`config.mk`:
```
export PLATFORM = sky130hd
export DESIGN_NAME = mem_access
export DESIGN_NICKNAME = d
export VERILOG_FILES = /design/src/rtl/mem_access.sv
export SDC_FILE = /design/constraint.sdc
export NUM_CORES = 1
export LEC_CHECK = 0
export CAP_MARGIN = 20
export CORE_ASPECT_RATIO = 0.8
export CORE_UTILIZATION = 47
export DETAILED_ROUTE_END_ITERATION = 6
export GPL_ROUTABILITY_DRIVEN = 0
export PLACE_DENSITY = 0.79
export SLEW_MARGIN = 20
export SYNTH_ARGS = -nofsm -noshare
export SYNTH_HDL_FRONTEND = slang
export SYNTH_SLANG_ARGS = --single-unit
```
`constraint.sdc`:
```
create_clock -name clk -period 2.2 [get_ports clk]
set_input_delay 0.22 -clock clk [delete_from_list [all_inputs] [get_ports clk]]
set_output_delay 0.22 -clock clk [all_outputs]
set_load 0.05 [all_outputs]
```
`src/rtl/mem_access.sv`:
```
// Memory stage: turns execute-stage loads/stores into word-aligned req/gnt/rvalid
// bus transactions and forwards the raw load word plus instr/address to writeback.
module mem_access #(
    parameter int unsigned TIMEOUT = 64
) (
    input  logic        clk,
    input  logic        rst_n,
    input  logic        valid_i,
    input  logic [31:0] instr_i,
    input  logic [31:0] alu_result_i,
    input  logic [31:0] rs2_data_i,
    output logic        stall_o,
    output logic        wb_valid_o,
    output logic [31:0] wb_instr_o,
    output logic [31:0] wb_alu_result_o,
    output logic [31:0] wb_data_o,
    output logic        dmem_req_o,
    output logic        dmem_we_o,
    output logic [31:0] dmem_addr_o,
    output logic [3:0]  dmem_be_o,
    output logic [31:0] dmem_wdata_o,
    input  logic        dmem_gnt_i,
    input  logic        dmem_rvalid_i,
    input  logic [31:0] dmem_rdata_i,
    output logic        misaligned_o,
    output logic        bus_err_o
);

    localparam int unsigned CW = $clog2(TIMEOUT + 1);
    localparam logic [CW-1:0] CNT_LAST = CW'(TIMEOUT - 1);
    localparam logic [6:0] OPC_LOAD  = 7'b0000011;
    localparam logic [6:0] OPC_STORE = 7'b0100011;

    typedef enum logic [1:0] {
        S_IDLE = 2'd0,
        S_REQ  = 2'd1,
        S_WAIT = 2'd2
    } state_e;

    // size = funct3[1:0]: 00 byte, 01 half, otherwise word
    function automatic logic is_aligned(input logic [1:0] size, input logic [1:0] addr);
        logic ok;
        case (size)
            2'b00:   ok = 1'b1;
            2'b01:   ok = (addr[0] == 1'b0);
            default: ok = (addr == 2'b00);
        endcase
        return ok;
    endfunction

    function automatic logic [3:0] store_be(input logic [1:0] size, input logic [1:0] addr);
        logic [3:0] be;
        case (size)
            2'b00:   be = 4'b0001 << addr;
            2'b01:   be = addr[1] ? 4'b1100 : 4'b0011;
            default: be = 4'b1111;
        endcase
        return be;
    endfunction

    function automatic logic [31:0] store_wdata(input logic [1:0] size, input logic [31:0] rs2);
        logic [31:0] wd;
        case (size)
            2'b00:   wd = {4{rs2[7:0]}};
            2'b01:   wd = {2{rs2[15:0]}};
            default: wd = rs2;
        endcase
        return wd;
    endfunction

    state_e        state_q, state_d;
    logic [CW-1:0] cnt_q, cnt_d;
    logic [31:0]   instr_q, instr_d;
    logic [31:0]   addr_q, addr_d;
    logic [3:0]    be_q, be_d;
    logic [31:0]   wdata_q, wdata_d;
    logic          we_q, we_d;
    logic          wb_valid_q, wb_valid_d;
    logic [31:0]   wb_instr_q, wb_instr_d;
    logic [31:0]   wb_alu_q, wb_alu_d;
    logic [31:0]   wb_data_q, wb_data_d;
    logic          mis_q, mis_d;
    logic          berr_q, berr_d;
    logic          stall_s;

    logic       is_load_s;
    logic       is_store_s;
    logic [1:0] size_s;
    logic       timeout_hit_s;

    assign is_load_s     = (instr_i[6:0] == OPC_LOAD);
    assign is_store_s    = (instr_i[6:0] == OPC_STORE);
    assign size_s        = instr_i[13:12];
    assign timeout_hit_s = (cnt_q >= CNT_LAST);

    // Next-state, latch and writeback-bundle logic
    always_comb begin
        state_d    = state_q;
        cnt_d      = cnt_q;
        instr_d    = instr_q;
        addr_d     = addr_q;
        be_d       = be_q;
        wdata_d    = wdata_q;
        we_d       = we_q;
        wb_valid_d = 1'b0;
        wb_instr_d = wb_instr_q;
        wb_alu_d   = wb_alu_q;
        wb_data_d  = wb_data_q;
        mis_d      = 1'b0;
        berr_d     = 1'b0;
        stall_s    = 1'b0;

        case (state_q)
            S_IDLE: begin
                if (valid_i && (is_load_s || is_store_s)) begin
                    if (is_aligned(size_s, alu_result_i[1:0])) begin
                        instr_d = instr_i;
                        addr_d  = alu_result_i;
                        we_d    = is_store_s;
                        be_d    = is_store_s ? store_be(size_s, alu_result_i[1:0]) : 4'b1111;
                        wdata_d = is_store_s ? store_wdata(size_s, rs2_data_i) : 32'h0000_0000;
                        cnt_d   = {CW{1'b0}};
                        state_d = S_REQ;
                    end else begin
                        mis_d = 1'b1;
                    end
                end else if (valid_i) begin
                    wb_valid_d = 1'b1;
                    wb_instr_d = instr_i;
                    wb_alu_d   = alu_result_i;
                    wb_data_d  = 32'h0000_0000;
                end else begin
                    wb_valid_d = 1'b0;
                end
            end
            S_REQ: begin
                if (dmem_gnt_i && (we_q || dmem_rvalid_i)) begin
                    wb_valid_d = 1'b1;
                    wb_instr_d = instr_q;
                    wb_alu_d   = addr_q;
                    wb_data_d  = we_q ? 32'h0000_0000 : dmem_rdata_i;
                    state_d    = S_IDLE;
                end else if (timeout_hit_s) begin
                    berr_d  = 1'b1;
                    state_d = S_IDLE;
                end else begin
                    stall_s = 1'b1;
                    cnt_d   = cnt_q + CW'(1);
                    state_d = dmem_gnt_i ? S_WAIT : S_REQ;
                end
            end
            S_WAIT: begin
                if (dmem_rvalid_i) begin
                    wb_valid_d = 1'b1;
                    wb_instr_d = instr_q;
                    wb_alu_d   = addr_q;
                    wb_data_d  = dmem_rdata_i;
                    state_d    = S_IDLE;
                end else if (timeout_hit_s) begin
                    berr_d  = 1'b1;
                    state_d = S_IDLE;
                end else begin
                    stall_s = 1'b1;
                    cnt_d   = cnt_q + CW'(1);
                end
            end
            default: begin
                state_d = S_IDLE;
            end
        endcase
    end

    // State, access latch and output registers
    always_ff @(posedge clk or negedge rst_n) begin
        if (!rst_n) begin
            state_q    <= S_IDLE;
            cnt_q      <= {CW{1'b0}};
            instr_q    <= 32'h0000_0000;
            addr_q     <= 32'h0000_0000;
            be_q       <= 4'b0000;
            wdata_q    <= 32'h0000_0000;
            we_q       <= 1'b0;
            wb_valid_q <= 1'b0;
            wb_instr_q <= 32'h0000_0000;
            wb_alu_q   <= 32'h0000_0000;
            wb_data_q  <= 32'h0000_0000;
            mis_q      <= 1'b0;
            berr_q     <= 1'b0;
        end else begin
            state_q    <= state_d;
            cnt_q      <= cnt_d;
            instr_q    <= instr_d;
            addr_q     <= addr_d;
            be_q       <= be_d;
            wdata_q    <= wdata_d;
            we_q       <= we_d;
            wb_valid_q <= wb_valid_d;
            wb_instr_q <= wb_instr_d;
            wb_alu_q   <= wb_alu_d;
            wb_data_q  <= wb_data_d;
            mis_q      <= mis_d;
            berr_q     <= berr_d;
        end
    end

    // req comes straight from the state flop so reset removes it asynchronously
    assign dmem_req_o      = (state_q == S_REQ);
    assign dmem_we_o       = we_q;
    assign dmem_addr_o     = {addr_q[31:2], 2'b00};
    assign dmem_be_o       = be_q;
    assign dmem_wdata_o    = wdata_q;
    assign stall_o         = stall_s;
    assign wb_valid_o      = wb_valid_q;
    assign wb_instr_o      = wb_instr_q;
    assign wb_alu_result_o = wb_alu_q;
    assign wb_data_o       = wb_data_q;
    assign misaligned_o    = mis_q;
    assign bus_err_o       = berr_q;

endmodule

```
### Word-level counts from Yosys, hierarchy flattened

Index checks and enable logic that the tools add are counted.

| word-level totals | value |
|---|---|
| bits in registers | 209 |
| logic and storage cells | 97 |
| output and inout port bits | 170 |

| operators by class | value |
|---|---|
| reduce and logical (&&, ||, !) cells | 12 |
| add/sub/neg operators | 1 |
| multiplexer cells | 54 |
| bitwise operators | 1 |
| equality and inequality tests | 14 |
| shifts and indexed selects | 1 |
| magnitude comparators | 1 |

Operator list:

| kind | count |
|---|---|
| 2-to-1 mux 32 bit | 14 |
| one-hot mux 32 bit (3 select lines) | 3 |
| one-hot mux 32 bit (2 select lines) | 1 |
| 2-to-1 mux 7 bit | 5 |
| one-hot mux 7 bit (3 select lines) | 1 |
| 2-to-1 mux 1 bit | 15 |
| 2-to-1 mux 2 bit | 7 |
| != test 2 bit, second input constant | 7 |
| AND reduction 5 bit | 2 |
| 2-to-1 mux 4 bit | 2 |
| one-hot mux 4 bit (2 select lines) | 1 |
| adder 7 x 1 -> 7 bit, second input constant | 1 |
| == test 7 x 2 -> 1 bit, second input constant | 1 |
| == test 7 x 6 -> 1 bit, second input constant | 1 |
| greater-or-equal comparator 7 x 6 -> 1 bit, second input constant | 1 |
| logical NOT 2 bit | 3 |
| one-hot mux 1 bit (2 select lines) | 3 |
| one-hot mux 2 bit (3 select lines) | 1 |
| AND reduction 3 bit | 2 |
| == test 2 x 1 -> 1 bit, second input constant | 2 |
| left shift 1 x 2 -> 4 bit, first input constant | 1 |
| != test 3 bit, second input constant | 1 |
| one-hot mux 1 bit (3 select lines) | 1 |
| nonzero test 3 bit | 1 |
| 5 further kinds | 7 |

### Longest topological paths before layout

Gate-level depths: netlist of run 1.

| logic depth | value |
|---|---|
| depth in word-level cells | 8 |
| depth in mapped cells | 8 |

### Worst setup path after synthesis of run 1

OpenSTA, ideal clock, no wires.

| path | value |
|---|---|
| path type | register to output |
| start | register state_q[0] |
| end | output port stall_o |
| setup slack | -0.200 ns |
| arrival time | 2.180 ns |
| stages on the path, launching flop included | 8 |
| cells stage by stage | dfrtp_1 > inv_1 > ha_1 > buf_2 > buf_2 > clkbuf_1 > nand2_1 > nor2_1 |

| between the ends | value |
|---|---|
| word-level cells in the longest chain between the ends | 2 |
| elaborated cells between the ends (all ways) | 3 |

RTL lines:

| what | RTL line | RTL |
|---|---|---|
| start, declared | 71 | `state_e state_q, state_d;` |
| start signal, assigned | 190 | `state_q <= state_d;` |
| == test 2 bit or == test 2 x 1 -> 1 bit (tied branches) | 113 | `case (state_q)` |
| one-hot mux 1 bit (2 select lines) (*) | 113 |  |
| end, declared | 12 | `output logic stall_o,` |

Mark *: on every way between the ends. The rest lies on a longest branch, timed or not.

### Final worst setup path of run 1

Same ends and word-level chain as after synthesis.

==> results.yml, run 1 <==
synthesis:
  yosysUniqueCellTypes: 46
  synth_area_um2: 9750
  yosys.area.top_type: "dfrtp_1"
  syn_area_per_cell_um2: 10.5
  synth_top_cell_area_share: 0.536
  synth-main-ff-cell: "dfrtp_1"
  yosysMostFrequentCell: "nand2_1"
  synth_seq_area_share: 0.536
  ys_warn_count: 0
  synth_edf_count: 0
  synthArstFlopShare: 1.00
  ys_ff_latch: 209
  synth_top_cells_by_area: "dfrtp_1 54%, mux2_2 16%, nand2_1 11%, mux2i_1 4.1%, buf_4 2.8%"
  synth_cells: 930
  synth_commonest_cells: "287 x nand2_1, 209 x dfrtp_1, 135 x mux2_2, 40 x mux2i_1, 38 x inv_1"
floorplanning:
  ios: 303
  initial_core_util: 0.486
  die_h_um: 131
  core_area_um2: 20100
  die_w_um: 163
  num_rows: 46
  die_area_um2: 21300
grt:
  grt_max_degree: 69
  grt_antenna_before_repair: 0
  grt_pass1_wl_mm: 41.1
  grt_usage: 0.247
  grt-ovfl-total: 0
  first_global_vias: 7558
routing:
  drt-initial-drc-count: 499
  drt.antenna.violating_nets: 0
  wl_per_cell_um: 17.8
  viasPerCell: 5.11
  drt-total-wl_mm: 26.6
  drc: 0
  wl_met3_mm: 2.06
  drt-pass1-iter-count: 5
  top_layer: "met4"
  vias: 7624
  drt-met1-wl_mm: 11.7
  wl_met2_mm: 12.3
clocking:
  clk_path_buf_depth: 3
  clk_pin_slew_ns: 0.06
  clock_sinks: 209
  cts_root_buffer: "clkbuf_16"
  cts-htree-levels: 1
  cts_tree: "built"
  cts_inserted_buffers: 22
  clk_latency_ns: 0.50
power:
  p_leak_nw: 6.51
  p_comb_frac: 0.533
  clkPwrFrac: 0.193
  netSwitchingFraction: 0.400
  p_per_area_nw_per_um2: 1370
  netSwitchingPower_mw: 7.63
  vdd_ir_drop_max_mv: 0.883
  pwr-share-seq: 0.274
  p_int_mw: 11.4
timing:
  period_share: 0.974
  timing_max_transition_violations_final: 0
  hold_ws_ns: 0.272
  period_minus_slack_ns: 2.14
  tightest_slew_ns: 0.582
  max_slew_margin: 0.610
  finalHoldViolCount: 0
  setup_viol: 0
  finClkSkew_ns: 0.0113
  fmax_mhz: 467
  setup_slack_ns: 0.0581
critical_path:
  cp_max_fo: 4
  critPathSlowestCell: "dfrtp_1"
  cpPeakStageDelay_ns: 0.42
  worstPathArrival_ns: 1.92
  worst_setup_path_start_kind: "flip-flop"
  rrSetupSlack_ns: 0.09
  cp.required_ns: 1.98
  crit_chain: "inv_2 -> ha_4 -> nor2b_4 -> a21o_1 -> nand2_2 -> nor2_4 -> buf_12"
  endpoint_kind: "primary output"
  path_buf_inv: 2
  path_delay_family: "flip-flops"
  critPathKind: "flip-flop to primary output"
final_layout:
  antennaDiodeCount: 0
  n_fill_cell: 1480
  drive_above_1_share: 0.189
  multi_input_area_um2: 3980
  stdcell_count: 1493
  register_area_um2: 5230
  nNetsFinal: 1351
  syn2layout_area_growth_pct: 42.8
placement:
  placed_cells: 1444
  place.detailed.hpwl_mm: 18.6
  post-place-ws_ns: -0.0436
  numPortBuffers: 300
job:
  drv_cap: 0
status:
  status: "finished clean"
hold_path:
  hp-class: "input pin to flip-flop"
-- registers in the layout, indices dropped and copies added (netlist names), 4 cells and up --
| name | count |
|---|---|
| dmem_be_o | 4 |
| cnt_q | 7 |
| wb_data_o | 32 |
| instr_q | 32 |
| wb_alu_result_o | 32 |
| wb_instr_o | 32 |
| addr_q | 32 |
| dmem_wdata_o | 32 |
-- layout by cell type (no fill, tap or decap), types with 2 or more instances in the layout --
cell / Yosys / final
nand2b_1: 5 / 5
buf_4: 36 / 25
nand2_1: 287 / 286
ha_4: 0 / 2
buf_6: 1 / 2
o211ai_1: 2 / 2
clkdlybuf4s50_1: 0 / 297
nand3b_1: 2 / 2
dfrtp_1: 209 / 209
o21ai_0: 35 / 35
a21oi_1: 6 / 6
clkbuf_16: 0 / 23
o21a_1: 2 / 2
nor4b_1: 2 / 2
mux2i_1: 40 / 40
nand3_1: 22 / 22
nor2b_1: 3 / 2
o21ai_1: 2 / 2
conb_1: 1 / 2
inv_1: 38 / 37
mux2_1: 8 / 8
o22a_1: 2 / 2
buf_12: 0 / 13
clkbuf_8: 0 / 5
clkbuf_1: 24 / 3
a2bb2oi_1: 3 / 3
and2_1: 5 / 5
nor4_1: 2 / 2
ha_1: 5 / 2
clkinv_2: 0 / 7
nor2_1: 10 / 9
a21o_1: 3 / 2
mux2_2: 135 / 135
or2_2: 2 / 2
-- cells by family (layout without fill, tap and decap cells) --
logic type	count (synthesis)	after routing	synth area share
other	1	2	0.000384
buffers and inverters	121	419	0.0636
multiplexers	183	183	0.206
AND/OR/NAND/NOR	345	345	0.144
AO/OA/AOI/OAI	66	66	0.0428
flip-flops	209	209	0.536
adder cells (fa/ha/maj)	5	5	0.00641
-- power by group through the flow --
stage	registers (mW)	clock network [mW]	logic, mW
finish	5.21	3.68	10.2
CTS	5.22	3.77	10.1
global placement	5.24	0	9.66
floorplan	7.48	0	4.33
global route	5.31	3.93	10.7
detailed placement	5.26	0	9.79
-- area by class of cell --
| cell class | count | area share |
|---|---|---|
| flip-flops and latches | 209 | 0.375 |
| multi-input cells | 601 | 0.286 |
| repair buffers | 341 | 0.253 |
| clock buffers | 30 | 0.0461 |
| well taps | 264 | 0.0237 |
| inverters | 38 | 0.0102 |
| clock inverters | 10 | 0.00584 |
-- path summary, 6_finish.rpt --
kind,cells after the start,to,start
max,7,stall_o,state_q[0]
min,3,wb_data_o[30],dmem_rdata_i[30]
max reg2reg,9,wb_data_o[28],state_q[1]
min reg2reg,2,instr_q[27],instr_q[27]
max in group asynchronous,3,wb_data_o[20],rst_n
min in group asynchronous,2,dmem_wdata_o[23],rst_n
-- worst reg2reg max path: stages (launching register included) --
cell and delay, ns:
dfrtp_1 0.39, buf_4 0.15, ha_4 0.15, nor2b_4 0.13
a21o_1 0.22, a211oi_4 0.24, buf_6 0.16, buf_12 0.17
buf_4 0.20, mux2i_1 0.21
-- timing repair --
item / CTS / global route
setup buffers: 1 / 6
cloned: 1 / 0
pin swaps: 1 / 2
resized for setup: 5 / 7
hold buffers: 1 / 0
hold endpoints to repair: 62 / 0
endpoints found under the setup margin: 15 / 40
-- per-layer routing --
metal / vias to the layer above / track usage
met5: - / 0
met2: 271 / 0.399
met1: 3706 / 0.334
met4: 0 / 0.0594
met3: 39 / 0.0641
li1: 3608 / -
-- stage by stage --
step	util	instance area (um^2)	power, mW	setup TNS, ns
6_report	0.694	13900	19.0	0
5_1_grt	0.694	13900	19.9	-0.0415
4_1_cts	0.690	13900	19.1	0
3_5_place_dp	0.651	13100	15.1	-0.209
3_3_place_gp	0.651	13100	14.9	0
2_1_floorplan	-	9760	11.8	0
Power figures use the tool's default switching activity.
==> run 2: changes to the inputs <==
--- a/config.mk
+++ b/config.mk
@@ -6,12 +6,15 @@
 export NUM_CORES = 1
 export LEC_CHECK = 0
 export CAP_MARGIN = 20
+export CELL_PAD_IN_SITES_DETAIL_PLACEMENT = 1
+export CELL_PAD_IN_SITES_GLOBAL_PLACEMENT = 2
 export CORE_ASPECT_RATIO = 0.8
-export CORE_UTILIZATION = 47
+export CORE_UTILIZATION = 29
 export DETAILED_ROUTE_END_ITERATION = 6
 export GPL_ROUTABILITY_DRIVEN = 0
 export PLACE_DENSITY = 0.79
-export SLEW_MARGIN = 20
+export SETUP_SLACK_MARGIN = 0.02
+export SLEW_MARGIN = 25
 export SYNTH_ARGS = -nofsm -noshare
 export SYNTH_HDL_FRONTEND = slang
 export SYNTH_SLANG_ARGS = --single-unit
==> results.yml, run 2 (synthesis gave the netlist of run 1 again) <==
status:
  status: "finished, violations left"
  violations: "DRC"
clocking:
  cts_tree: "built"
  clk_latency_ns: 0.52
  cts_root_buffer: "clkbuf_16"
  clock_sinks: 209
  cts_inserted_buffers: 25
  clk_pin_slew_ns: 0.06
  clk_path_buf_depth: 3
  cts-htree-levels: 1
final_layout:
  multi_input_area_um2: 3990
  stdcell_count: 1667
  n_fill_cell: 3617
  nNetsFinal: 1359
  layout_commonest_cell: "clkdlybuf4s50_1"
  syn2layout_area_growth_pct: 47.2
  register_area_um2: 5230
  final_cell_mix: "297 x clkdlybuf4s50_1, 286 x nand2_1, 208 x dfrtp_1"
  fin_area_um2: 14400
  drive_above_1_share: 0.195
power:
  clkPwrFrac: 0.213
  netSwitchingPower_mw: 7.86
  p_per_area_nw_per_um2: 1380
  vdd_ir_drop_max_mv: 0.671
  p_comb_frac: 0.525
  pwr-share-seq: 0.262
  p_int_mw: 11.9
  netSwitchingFraction: 0.397
  p_leak_nw: 6.60
  power_mw: 19.8
timing:
  fmax_mhz: 475
  timing_max_transition_violations_final: 0
  finClkSkew_ns: 0.0105
  max_slew_margin: 0.583
  rsz0062_at_grt: "true"
  finalHoldViolCount: 0
  setup_viol: 0
  hold_ws_ns: 0.183
  period_minus_slack_ns: 2.11
  period_share: 0.958
  tightest_slew_ns: 0.623
critical_path:
  critPathCapture: "stall_o"
  regToRegEndpoint: "wb_alu_result_o[16]"
  worstPathArrival_ns: 1.89
  cp_max_fo: 11
  cp.required_ns: 1.98
  endpoint_kind: "primary output"
  rr_startpoint: "state_q[0]"
  rrSetupSlack_ns: 0.13
  crit_start: "state_q[0]"
  worst_setup_path_start_kind: "flip-flop"
  rr_worst_depth: 7
  critPathKind: "flip-flop to primary output"
floorplanning:
  initial_core_util: 0.298
  die_w_um: 207
  die_area_um2: 34400
  core_area_um2: 32800
  num_rows: 59
  ios: 303
  die_h_um: 166
grt:
  grt_pass1_wl_mm: 48.8
  grt_usage: 0.180
  first_global_vias: 8336
  grt-ovfl-total: 0
  grt_antenna_before_repair: 3
  grt_max_degree: 58
placement:
  numPortBuffers: 300
  place.detailed.hpwl_mm: 22.0
  place_area_um2: 13400
  placed_cells: 1615
routing:
  drt-pass1-iter-count: 7
  drc: 26
  wl_per_cell_um: 18.3
  drt-initial-drc-count: 259
  drt.antenna.violating_nets: 0
  viasPerCell: 4.56
  vias: 7605
  drt-total-wl_mm: 30.5
hold_path:
  hp-class: "input pin to asynchronous set/reset pin"
job:
  drv_cap: 0
==> run 2: per-layer routing <==
| metal | wire (um) | global-route usage | vias up |
|---|---|---|---|
| li1 | - | - | 3608 |
| met4 | 639 | 0.0406 | 2 |
| met5 | 11 | 0 | - |
| met1 | 13900 | 0.242 | 3770 |
| met2 | 13500 | 0.276 | 189 |
| met3 | 2390 | 0.0639 | 36 |
==> run 2: worst min path at each step <==
stage / slack (ns) / to / depth (start not counted)
final: 0.18 / dmem_wdata_o[0] / 2
after global placement: 0.15 / dmem_wdata_o[0] / 1
after floorplan: -0.08 / addr_q[0] / 0
after CTS: 0.19 / dmem_wdata_o[0] / 2
after detailed placement: 0.14 / dmem_wdata_o[0] / 1
after global routing: 0.21 / dmem_wdata_o[0] / 2
==> run 2: area by class of cell <==
| cell class | count | area share |
|---|---|---|
| diodes | 2 | 0.000348 |
| clock buffers | 33 | 0.0484 |
| clock inverters | 11 | 0.00967 |
| inverters | 38 | 0.00993 |
| multi-input cells | 601 | 0.278 |
| flip-flops and latches | 209 | 0.364 |
| well taps | 427 | 0.0372 |
| repair buffers | 346 | 0.253 |
==> run 2: power groups by stage <==
stage / sequential, mW / combinational [mW] / clock [mW]
floorplan: 7.48 / 4.33 / 0
global placement: 5.24 / 10.1 / 0
detailed placement: 5.26 / 10.2 / 0
CTS: 5.20 / 10.5 / 4.38
global route: 5.31 / 11.0 / 4.53
finish: 5.18 / 10.4 / 4.22
==> run 2: worst max-delay path: stages, from the launching register on <==
cell and delay, ns:
dfrtp_1 0.35, inv_1 0.07, buf_4 0.14, ha_4 0.28
buf_8 0.14, nand2_2 0.08, nor2_4 0.15, buf_12 0.15
==> run 2: stage by stage <==
stage	worst slack, ns	setup TNS (ns)	utilization
3_3_place_gp	0.00921	0	0.409
4_1_cts	0.0322	0	0.437
2_1_floorplan	0.0500	0	-
5_1_grt	0.000584	0	0.438
6_report	0.0930	0	0.438
3_5_place_dp	-0.0602	-0.389	0.409
==> run 2: repair_timing <==
item                                    in CTS  in global routing
hold endpoints to repair                   179                  0
gates cloned                                 1                  0
pin swaps                                    2                  3
hold buffers                                 1                  0
setup buffers                                3                  1
resized for setup                            7                  6
endpoints found under the setup margin      14                 15
